### src/rtl/key_search_pkg.sv
// Shared types and default sizes for the key_search rule-matching stage.
package key_search_pkg;

  localparam int DEF_RULE_WIDTH = 24;
  localparam int DEF_NUM_RULES  = 16;
  localparam int DEF_FIFO_DEPTH = 8;
  localparam int DEF_IDX_WIDTH  = $clog2(DEF_NUM_RULES);

  typedef enum logic [0:0] {
    IDLE = 1'b0,
    SCAN = 1'b1
  } state_t;

  typedef struct packed {
    logic                      match;
    logic [DEF_IDX_WIDTH-1:0]  index;
    logic [DEF_RULE_WIDTH-1:0] key;
  } result_t;

  function automatic logic rule_hit(input logic                      valid,
                                    input logic [DEF_RULE_WIDTH-1:0] rule,
                                    input logic [DEF_RULE_WIDTH-1:0] key);
    return valid && (rule == key);
  endfunction

endpackage

### src/rtl/key_search_sync_fifo.sv
// Synchronous FIFO with occupancy count; the caller never pushes when full
// without popping in the same cycle, nor pops when empty.
module sync_fifo #(
  parameter int W = 24,
  parameter int D = 8
) (
  input  logic                 clk_i,
  input  logic                 rst_i,
  input  logic                 push_i,
  input  logic                 pop_i,
  input  logic [W-1:0]         data_i,
  output logic [W-1:0]         data_o,
  output logic                 full_o,
  output logic                 empty_o,
  output logic [$clog2(D):0]   count_o
);

  localparam int AW = $clog2(D);
  localparam int CW = AW + 1;

  logic [W-1:0]  mem_q [D];
  logic [AW-1:0] wr_ptr_q;
  logic [AW-1:0] rd_ptr_q;
  logic [CW-1:0] count_q;

  always_ff @(posedge clk_i) begin
    if (rst_i) begin
      wr_ptr_q <= {AW{1'b0}};
      rd_ptr_q <= {AW{1'b0}};
      count_q  <= {CW{1'b0}};
    end else begin
      if (push_i) begin
        wr_ptr_q <= wr_ptr_q + AW'(1);
      end
      if (pop_i) begin
        rd_ptr_q <= rd_ptr_q + AW'(1);
      end
      case ({push_i, pop_i})
        2'b10:   count_q <= count_q + CW'(1);
        2'b01:   count_q <= count_q - CW'(1);
        default: count_q <= count_q;
      endcase
    end
  end

  // Storage carries no reset; only the pointers define what is live.
  always_ff @(posedge clk_i) begin
    if (push_i) begin
      mem_q[wr_ptr_q] <= data_i;
    end
  end

  assign data_o  = mem_q[rd_ptr_q];
  assign full_o  = (count_q == CW'(D));
  assign empty_o = (count_q == {CW{1'b0}});
  assign count_o = count_q;

endmodule

### src/rtl/key_search.sv
// Queues incoming keys and scans a register rule table one entry per cycle,
// reporting the lowest matching index for each key.
module key_search
  import key_search_pkg::*;
#(
  parameter int C_RULE_WIDTH = DEF_RULE_WIDTH,
  parameter int C_NUM_RULES  = DEF_NUM_RULES,
  parameter int C_FIFO_DEPTH = DEF_FIFO_DEPTH
) (
  input  logic                           clk_i,
  input  logic                           rst_i,
  input  logic                           search_i,
  input  logic [C_RULE_WIDTH-1:0]        key_i,
  input  logic                           wr_en_i,
  input  logic [$clog2(C_NUM_RULES)-1:0] wr_addr_i,
  input  logic [C_RULE_WIDTH-1:0]        wr_rule_i,
  input  logic                           wr_valid_i,
  output logic                           res_valid_o,
  output logic                           res_match_o,
  output logic [$clog2(C_NUM_RULES)-1:0] res_index_o,
  output logic [C_RULE_WIDTH-1:0]        res_key_o,
  output logic                           busy_o,
  output logic                           ovf_o
);

  localparam int IW = $clog2(C_NUM_RULES);
  localparam int CW = $clog2(C_FIFO_DEPTH) + 1;

  logic [C_RULE_WIDTH-1:0] rule_q [C_NUM_RULES];
  logic [C_NUM_RULES-1:0]  valid_q;

  state_t                  state_q, state_d;
  logic [IW-1:0]           idx_q, idx_d;
  logic [C_RULE_WIDTH-1:0] cur_key_q, cur_key_d;
  result_t                 res_q, res_d;
  logic                    res_valid_q, res_valid_d;
  logic                    ovf_q, ovf_d;

  logic                    fifo_push_s;
  logic                    fifo_pop_s;
  logic                    fifo_full_s;
  logic                    fifo_empty_s;
  logic [C_RULE_WIDTH-1:0] fifo_head_s;
  logic [CW-1:0]           fifo_count_s;
  logic                    hit_s;

  sync_fifo #(
    .W (C_RULE_WIDTH),
    .D (C_FIFO_DEPTH)
  ) u_fifo (
    .clk_i   (clk_i),
    .rst_i   (rst_i),
    .push_i  (fifo_push_s),
    .pop_i   (fifo_pop_s),
    .data_i  (key_i),
    .data_o  (fifo_head_s),
    .full_o  (fifo_full_s),
    .empty_o (fifo_empty_s),
    .count_o (fifo_count_s)
  );

  // A full FIFO still accepts a key when the head leaves in the same cycle.
  always_comb begin
    fifo_pop_s  = (state_q == IDLE) && !fifo_empty_s;
    fifo_push_s = search_i && (!fifo_full_s || fifo_pop_s);
    ovf_d       = ovf_q | (search_i & fifo_full_s & ~fifo_pop_s);
  end

  assign hit_s = rule_hit(valid_q[idx_q], rule_q[idx_q], cur_key_q);

  always_comb begin
    state_d     = state_q;
    idx_d       = idx_q;
    cur_key_d   = cur_key_q;
    res_d       = res_q;
    res_valid_d = 1'b0;
    case (state_q)
      IDLE: begin
        if (!fifo_empty_s) begin
          cur_key_d = fifo_head_s;
          idx_d     = {IW{1'b0}};
          state_d   = SCAN;
        end else begin
          state_d = IDLE;
        end
      end
      SCAN: begin
        if (hit_s) begin
          res_valid_d = 1'b1;
          res_d       = '{match: 1'b1, index: idx_q, key: cur_key_q};
          state_d     = IDLE;
        end else if (idx_q == IW'(C_NUM_RULES - 1)) begin
          res_valid_d = 1'b1;
          res_d       = '{match: 1'b0, index: {IW{1'b0}}, key: cur_key_q};
          state_d     = IDLE;
        end else begin
          idx_d = idx_q + IW'(1);
        end
      end
      default: begin
        state_d = IDLE;
      end
    endcase
  end

  always_ff @(posedge clk_i) begin
    if (rst_i) begin
      state_q     <= IDLE;
      idx_q       <= {IW{1'b0}};
      cur_key_q   <= {C_RULE_WIDTH{1'b0}};
      res_q       <= '0;
      res_valid_q <= 1'b0;
      ovf_q       <= 1'b0;
    end else begin
      state_q     <= state_d;
      idx_q       <= idx_d;
      cur_key_q   <= cur_key_d;
      res_q       <= res_d;
      res_valid_q <= res_valid_d;
      ovf_q       <= ovf_d;
    end
  end

  // Compares read the pre-edge table, so a same-cycle write is seen next cycle.
  always_ff @(posedge clk_i) begin
    if (rst_i) begin
      valid_q <= {C_NUM_RULES{1'b0}};
    end else if (wr_en_i) begin
      valid_q[wr_addr_i] <= wr_valid_i;
    end
  end

  always_ff @(posedge clk_i) begin
    if (wr_en_i) begin
      rule_q[wr_addr_i] <= wr_rule_i;
    end
  end

  assign res_valid_o = res_valid_q;
  assign res_match_o = res_q.match;
  assign res_index_o = res_q.index;
  assign res_key_o   = res_q.key;
  assign busy_o      = (state_q != IDLE) || (fifo_count_s != {CW{1'b0}});
  assign ovf_o       = ovf_q;

endmodule

### config.mk
export PLATFORM = sky130hd
export DESIGN_NAME = key_search
export DESIGN_NICKNAME = d
export VERILOG_FILES = /design/src/rtl/key_search_pkg.sv /design/src/rtl/key_search_sync_fifo.sv /design/src/rtl/key_search.sv
export SDC_FILE = /design/constraint.sdc
export NUM_CORES = 1
export LEC_CHECK = 0
export CELL_PAD_IN_SITES_DETAIL_PLACEMENT = 1
export CELL_PAD_IN_SITES_GLOBAL_PLACEMENT = 1
export CORE_MARGIN = 2
export CORE_UTILIZATION = 57
export CTS_CLUSTER_SIZE = 30
export DETAILED_ROUTE_END_ITERATION = 8
export PLACE_DENSITY = 0.9
export SLEW_MARGIN = 40
export SYNTH_ARGS = -nofsm -noshare
export SYNTH_HDL_FRONTEND = slang
export SYNTH_SLANG_ARGS = --single-unit
### constraint.sdc
create_clock -name clk_i -period 9.1 [get_ports clk_i]
set_input_delay 0.91 -clock clk_i [delete_from_list [all_inputs] [get_ports clk_i]]
set_output_delay 0.91 -clock clk_i [all_outputs]
set_load 0.005 [all_outputs]
# Yosys cells after proc, flatten, opt, wreduce, memory -nomap -nowiden
# Memory sizes are Yosys's and may differ from the RTL's. A register that Yosys moved wholly into a read port is not among the register bits.
# Index checks and enable logic that the tools add are counted.
[totals] register_bits=62 latch_bits=0 ram_bits=576 rom_bits=0 output_inout_bits=32 n_memories=2
[classes] n_addsub=5 mul=0 div=0 order_cmp=3 eq_ne=8 shifts=0 mux=24 bitwise=6 reduce_logical=16
[memory_table] memory="rule_q" words=16 width=24 read_ports=1 rd_ports_with_merged_regs=1 write_ports=1 line="key_search.sv:29" text="logic [C_RULE_WIDTH-1:0] rule_q [C_NUM_RULES];"
[memory_table] memory="u_fifo.mem_q" words=8 width=24 read_ports=1 rd_ports_with_merged_regs=1 write_ports=1 line="key_search_sync_fifo.sv:21" text="logic [W-1:0] mem_q [D];"
[ops] operator="$mux 29" n=2
[ops] operator="$eq 24x24->1" n=1
[ops] operator="$mux 4" n=5
[ops] operator="$bwmux 16" n=1
[ops] operator="$pmux 4 s2" n=2
[ops] operator="$mux 1" n=11
[ops] operator="$lt 4x5->1 const B" n=2
[ops] operator="$add 4x1->4 const B" n=2
[ops] operator="$eq 4x4->1 const B" n=2
[ops] operator="$add 3x1->3 const B" n=2
[ops] operator="$ne 2x2->1 const B" n=3
[ops] operator="$bmux 1 s4" n=1
[ops] operator="$demux 1 s4" n=1
[ops] operator="$ge 4x1->1 const B" n=1
[ops] operator="$logic_and 1x1->1" n=4
[ops] operator="$logic_not 4->1" n=1
[ops] operator="$reduce_and 2->1" n=2
[ops] operator="$reduce_bool 2->1" n=2
[ops] operator="$reduce_bool 4->1" n=1
[ops] operator="$sub 4x1->4 const B" n=1
[ops] operator="$not 1->1" n=3
[ops] operator="$reduce_and 3->1" n=1
[ops] operator="$and 1x1->1" n=2
[ops] operator="$eq 2x1->1 const B" n=1
[ops] operator="6 further kinds" n=8

# Depth between registers and ports, before layout
[depth] depth_word=7 depth_mapped=15 depth_no_buf=11

# Cells and area by module
# Synthesis repeated with hierarchy kept, for this count alone.
[hier_totals] cells_unflattened=1509 hier_area_um2=26540.5
[by_module_without_submodules] mod="key_search" instances=1 cells_per_inst=1161 area_each_um2=18639.1
[by_module_without_submodules] mod="sync_fifo" instances=1 cells_per_inst=348 area_each_um2=7901.3

# Worst setup path before layout
# OpenSTA, ideal clock, no wires.
[synth_path] path_kind="input to register" start="input wr_addr_i[2]" end="register valid_q[2]" arrival_time_ns=3.409 required_ns=8.972 slack_ns=5.564 cell_stages=5 path_buffers=0 cell_sequence="nor2_1 > nand2_1 > nor3b_1 > mux2i_1 > nor2_1"
[synth_via] elab_chain_cells=5 elab_cells_between_ends=6 cone_classes="order compare: 2; mux: 3; reduce/logical: 1"
[synth_rtl] item="start, declared" line="key_search.sv:15" text="input logic [$clog2(C_NUM_RULES)-1:0] wr_addr_i,"
[synth_rtl] item="$lt 4x5->1 (not written as such) / $ge 4x1->1 (equally long branches)" line="key_search.sv:129" text="valid_q[wr_addr_i] <= wr_valid_i;"
[synth_rtl] item="$logic_and 1x1->1 (not written as such)" line="key_search.sv:129"
[synth_rtl] item="$mux 1 (not written as such)" line="key_search.sv:129"
[synth_rtl] item="$demux 1 s4 *" line="key_search.sv:129"
[synth_rtl] item="$bwmux 16 *" line="key_search.sv:129"
[synth_rtl] item="end signal, assigned" line="key_search.sv:127" text="valid_q <= {C_NUM_RULES{1'b0}};"
[synth_rtl] item="end signal, assigned by index" line="key_search.sv:129"
[synth_rtl] item="end, declared" line="key_search.sv:30" text="logic [C_NUM_RULES-1:0] valid_q;"
# Mark *: on every way between the ends. The rest lies on a longest branch, timed or not.
# A chain may end at the register's enable or synchronous reset.

==> results_dict.tcl <==
set metrics [dict create \
    crit_arrival_ps 5140 \
    drc_errors 0 \
    antenna_left 0 \
    hold_slack_ps 463.5 \
    grt_max_degree 89 \
    layout-area-overhead-vs-synth_pct 14.72 \
    avgSynthCellArea_um2 18.39 \
    track_usage_pct 30.04 \
    rows 78 \
    grt-ovfl-total 0 \
    drive_gt1_share_pct 19.41 \
    min_period_over_period_pct 50.89 \
    synth_area_um2 26190 \
    grt_pass1_vias 15550 \
    fin_area_um2 30050 \
    insertedDiodeCount 0 \
    synth_flop_cell "edfxtp_1" \
    min_period_ps 4631 \
    cts_buffers 66 \
    drt_iter0_drc 1590 \
    via_per_inst 6.575 \
    worstMarginPinSlew_ps 767.7 \
    path_class "reg -> reg" \
    regArea_um2 19110 \
    finalSetupTns_ps 0 \
    fillCellCount 3729 \
    cts.path.max_buffers 3 \
    status "completed" \
    yosys_warnings 0 \
    postCtsResizedCells 0 \
    root_buffer "clkbuf_16" \
    clkLatencyLatePin_ps 600 \
    syn_inst 1424 \
    hold_path.class "reg -> reg" \
    nNetsFinal 1601 \
    synth-seq-cells 666 \
    final_cell_mix "edfxtp_1 (576), mux4_2 (128), mux2i_1 (99)" \
    yosysSeqAreaShare_pct 72.91 \
    avgRoutedWirePerCell_um 31.91 \
    pre_cts_ws_ps 4596 \
    synthTopCellsByArea "edfxtp_1 (66%), mux4_2 (11%), dfxtp_1 (6.9%)" \
    mostFrequentLayoutCell "edfxtp_1" \
    postLayoutCoreUtil_pct 66.21 \
    synth.distinct_cells 52 \
    die_x_um 218.4 \
    cts_tree "done" \
    cts_sinks 666 \
    ir_worst_vdd_mv 0.1863 \
    postCtsHoldBufs 0 \
    fin_ws_ps 4469 \
    start_kind "flop" \
    grt_pass1_wl_um 102500 \
    max_slew_margin_pct 48.76 \
    clk_pin_slew_ps 60 \
    setup_viol 0 \
    die_y_um 218.4 \
    coreArea_um2 45380 \
    dp_cells 2068 \
    fmax_ghz 0.2159 \
    num_io_pins 89 \
    max_cap_viol_count 0 \
    die_area_um2 47680 \
    final_cells 2187 \
    critPathRequiredTime_ps 9610 \
    p_per_area_nw_per_um2 250.1 \
    hold_viol 0 \
    yosysTopAreaCellShare_pct 66.04 \
    power.total_mw 7.514 \
    gp_congestion 0.8261 \
    post_cts_buffers 0 \
    synth-edff-count 576 \
    multi_input_area_um2 6787 \
    dp_hpwl_um 41400 \
    rsz0062_at_grt "false" \
    start_util_pct 57.72 \
    crit_fanout 58 \
    power_leakage_nw 9.266 \
    num_vias 14380 \
    detail_route.first_pass.iterations 6 \
    async_reset_ff_share_pct 0 \
    critPathCaptureType "flop" \
    synth_top_area_cell "edfxtp_1" \
    wl_um 69790 \
    antenna_found_initial 3 \
    fin_skew_ps 21.26 \
    slew_violations 0 \
    syn_nets 1488 \
    ctsHtreeMaxLevel 3 \
    portBuffers 88 \
    place_area_um2 27990 \
]
## synthesized netlist by cell type (5+ instances only)
cell	n
a22oi_1	8
a21bo_1	22
nor2_1	72
buf_2	16
o21ai_0	18
dfxtp_1	90
nor3_1	9
a221oi_1	13
buf_4	11
nand3b_1	6
inv_1	13
nand2b_1	7
a21oi_1	56
nor4_1	6
nand3_1	33
mux4_2	128
buf_6	6
buf_1	9
nor2b_1	7
xnor2_1	24
a211oi_1	25
clkbuf_1	40
mux2_2	17
nand2_1	42
a21o_1	5
xor2_1	11
mux2i_1	99
ha_1	6
edfxtp_1	576
## routing by layer
layer | global-route usage (%) | routed length (µm)
met3 | 5.776 | 4938
met5 | 0 | 25
met2 | 51.73 | 36420
met1 | 37.85 | 25880
met4 | 11.59 | 2523
## cells by family (layout without fill, tap and decap cells)
| logic type | count (synthesis) | after routing | share of synthesized area, % |
|---|---|---|---|
| adders and majority gates | 7 | 7 | 0.3630 |
| DFF | 666 | 666 | 72.91 |
| buffers and inverters | 95 | 258 | 1.767 |
| and+or+nand+nor | 199 | 199 | 3.525 |
| xor gates and xnor gates | 35 | 35 | 1.170 |
| muxes | 244 | 244 | 15.52 |
| AOI/OAI and AO/OA | 178 | 178 | 4.739 |
## worst max-delay path, stage by stage, from the launching register on
cell	delay [ps]
dfxtp_4	710
buf_12	270
buf_4	490
mux4_2	610
mux2_2	280
a22oi_1	220
o221a_1	250
o211ai_1	100
nor3_1	480
nand4_1	180
buf_4	350
a21bo_1	280
a21oi_1	200
## flip-flops by register name, summed over array words and instances (netlist names), named ones only
name and flops:
state_q 1, res_valid_o 1, ovf_o 1, res_index_o 4, cur_key_q 24, res_match_o 1
u_fifo.rd_ptr_q 3, idx_q 4, u_fifo.count_o 4, valid_q 16, res_key_o 24, rule_q 384
u_fifo.mem_q 192, u_fifo.wr_ptr_q 3
## power breakdown
part / leakage (nW) / internal [mW] / switching [mW]
Clock: 0.979 / 1.48 / 1.13
Sequential: 5.95 / 3.46 / 0.236
Combinational: 2.34 / 0.548 / 0.659
Total: 9.27 / 5.49 / 2.03
## cell type report
| type | count | share of cell area (%) |
|---|---|---|
| Multi-Input combinational cell | 663 | 22.59 |
| Clock inverter | 29 | 0.7620 |
| Inverter | 13 | 0.1624 |
| Tap cell | 600 | 2.498 |
| Clock buffer | 89 | 5.996 |
| Sequential cell | 666 | 63.61 |
| Timing Repair Buffer | 127 | 4.385 |
## path summary, 6_finish.rpt
check / from / endpoint / slack (ps) / depth (start not counted)
max: flop / res_key_o[10]$_SDFFE_PP0P_ / 4470 / 12
min: res_match_o$_SDFFE_PP0P_ / res_match_o$_SDFFE_PP0P_ / 460 / 2
max reg2reg: flop / res_key_o[10]$_SDFFE_PP0P_ / 4470 / 12
min reg2reg: res_match_o$_SDFFE_PP0P_ / res_match_o$_SDFFE_PP0P_ / 460 / 2
No activity file was read; power rests on OpenSTA's default activity.
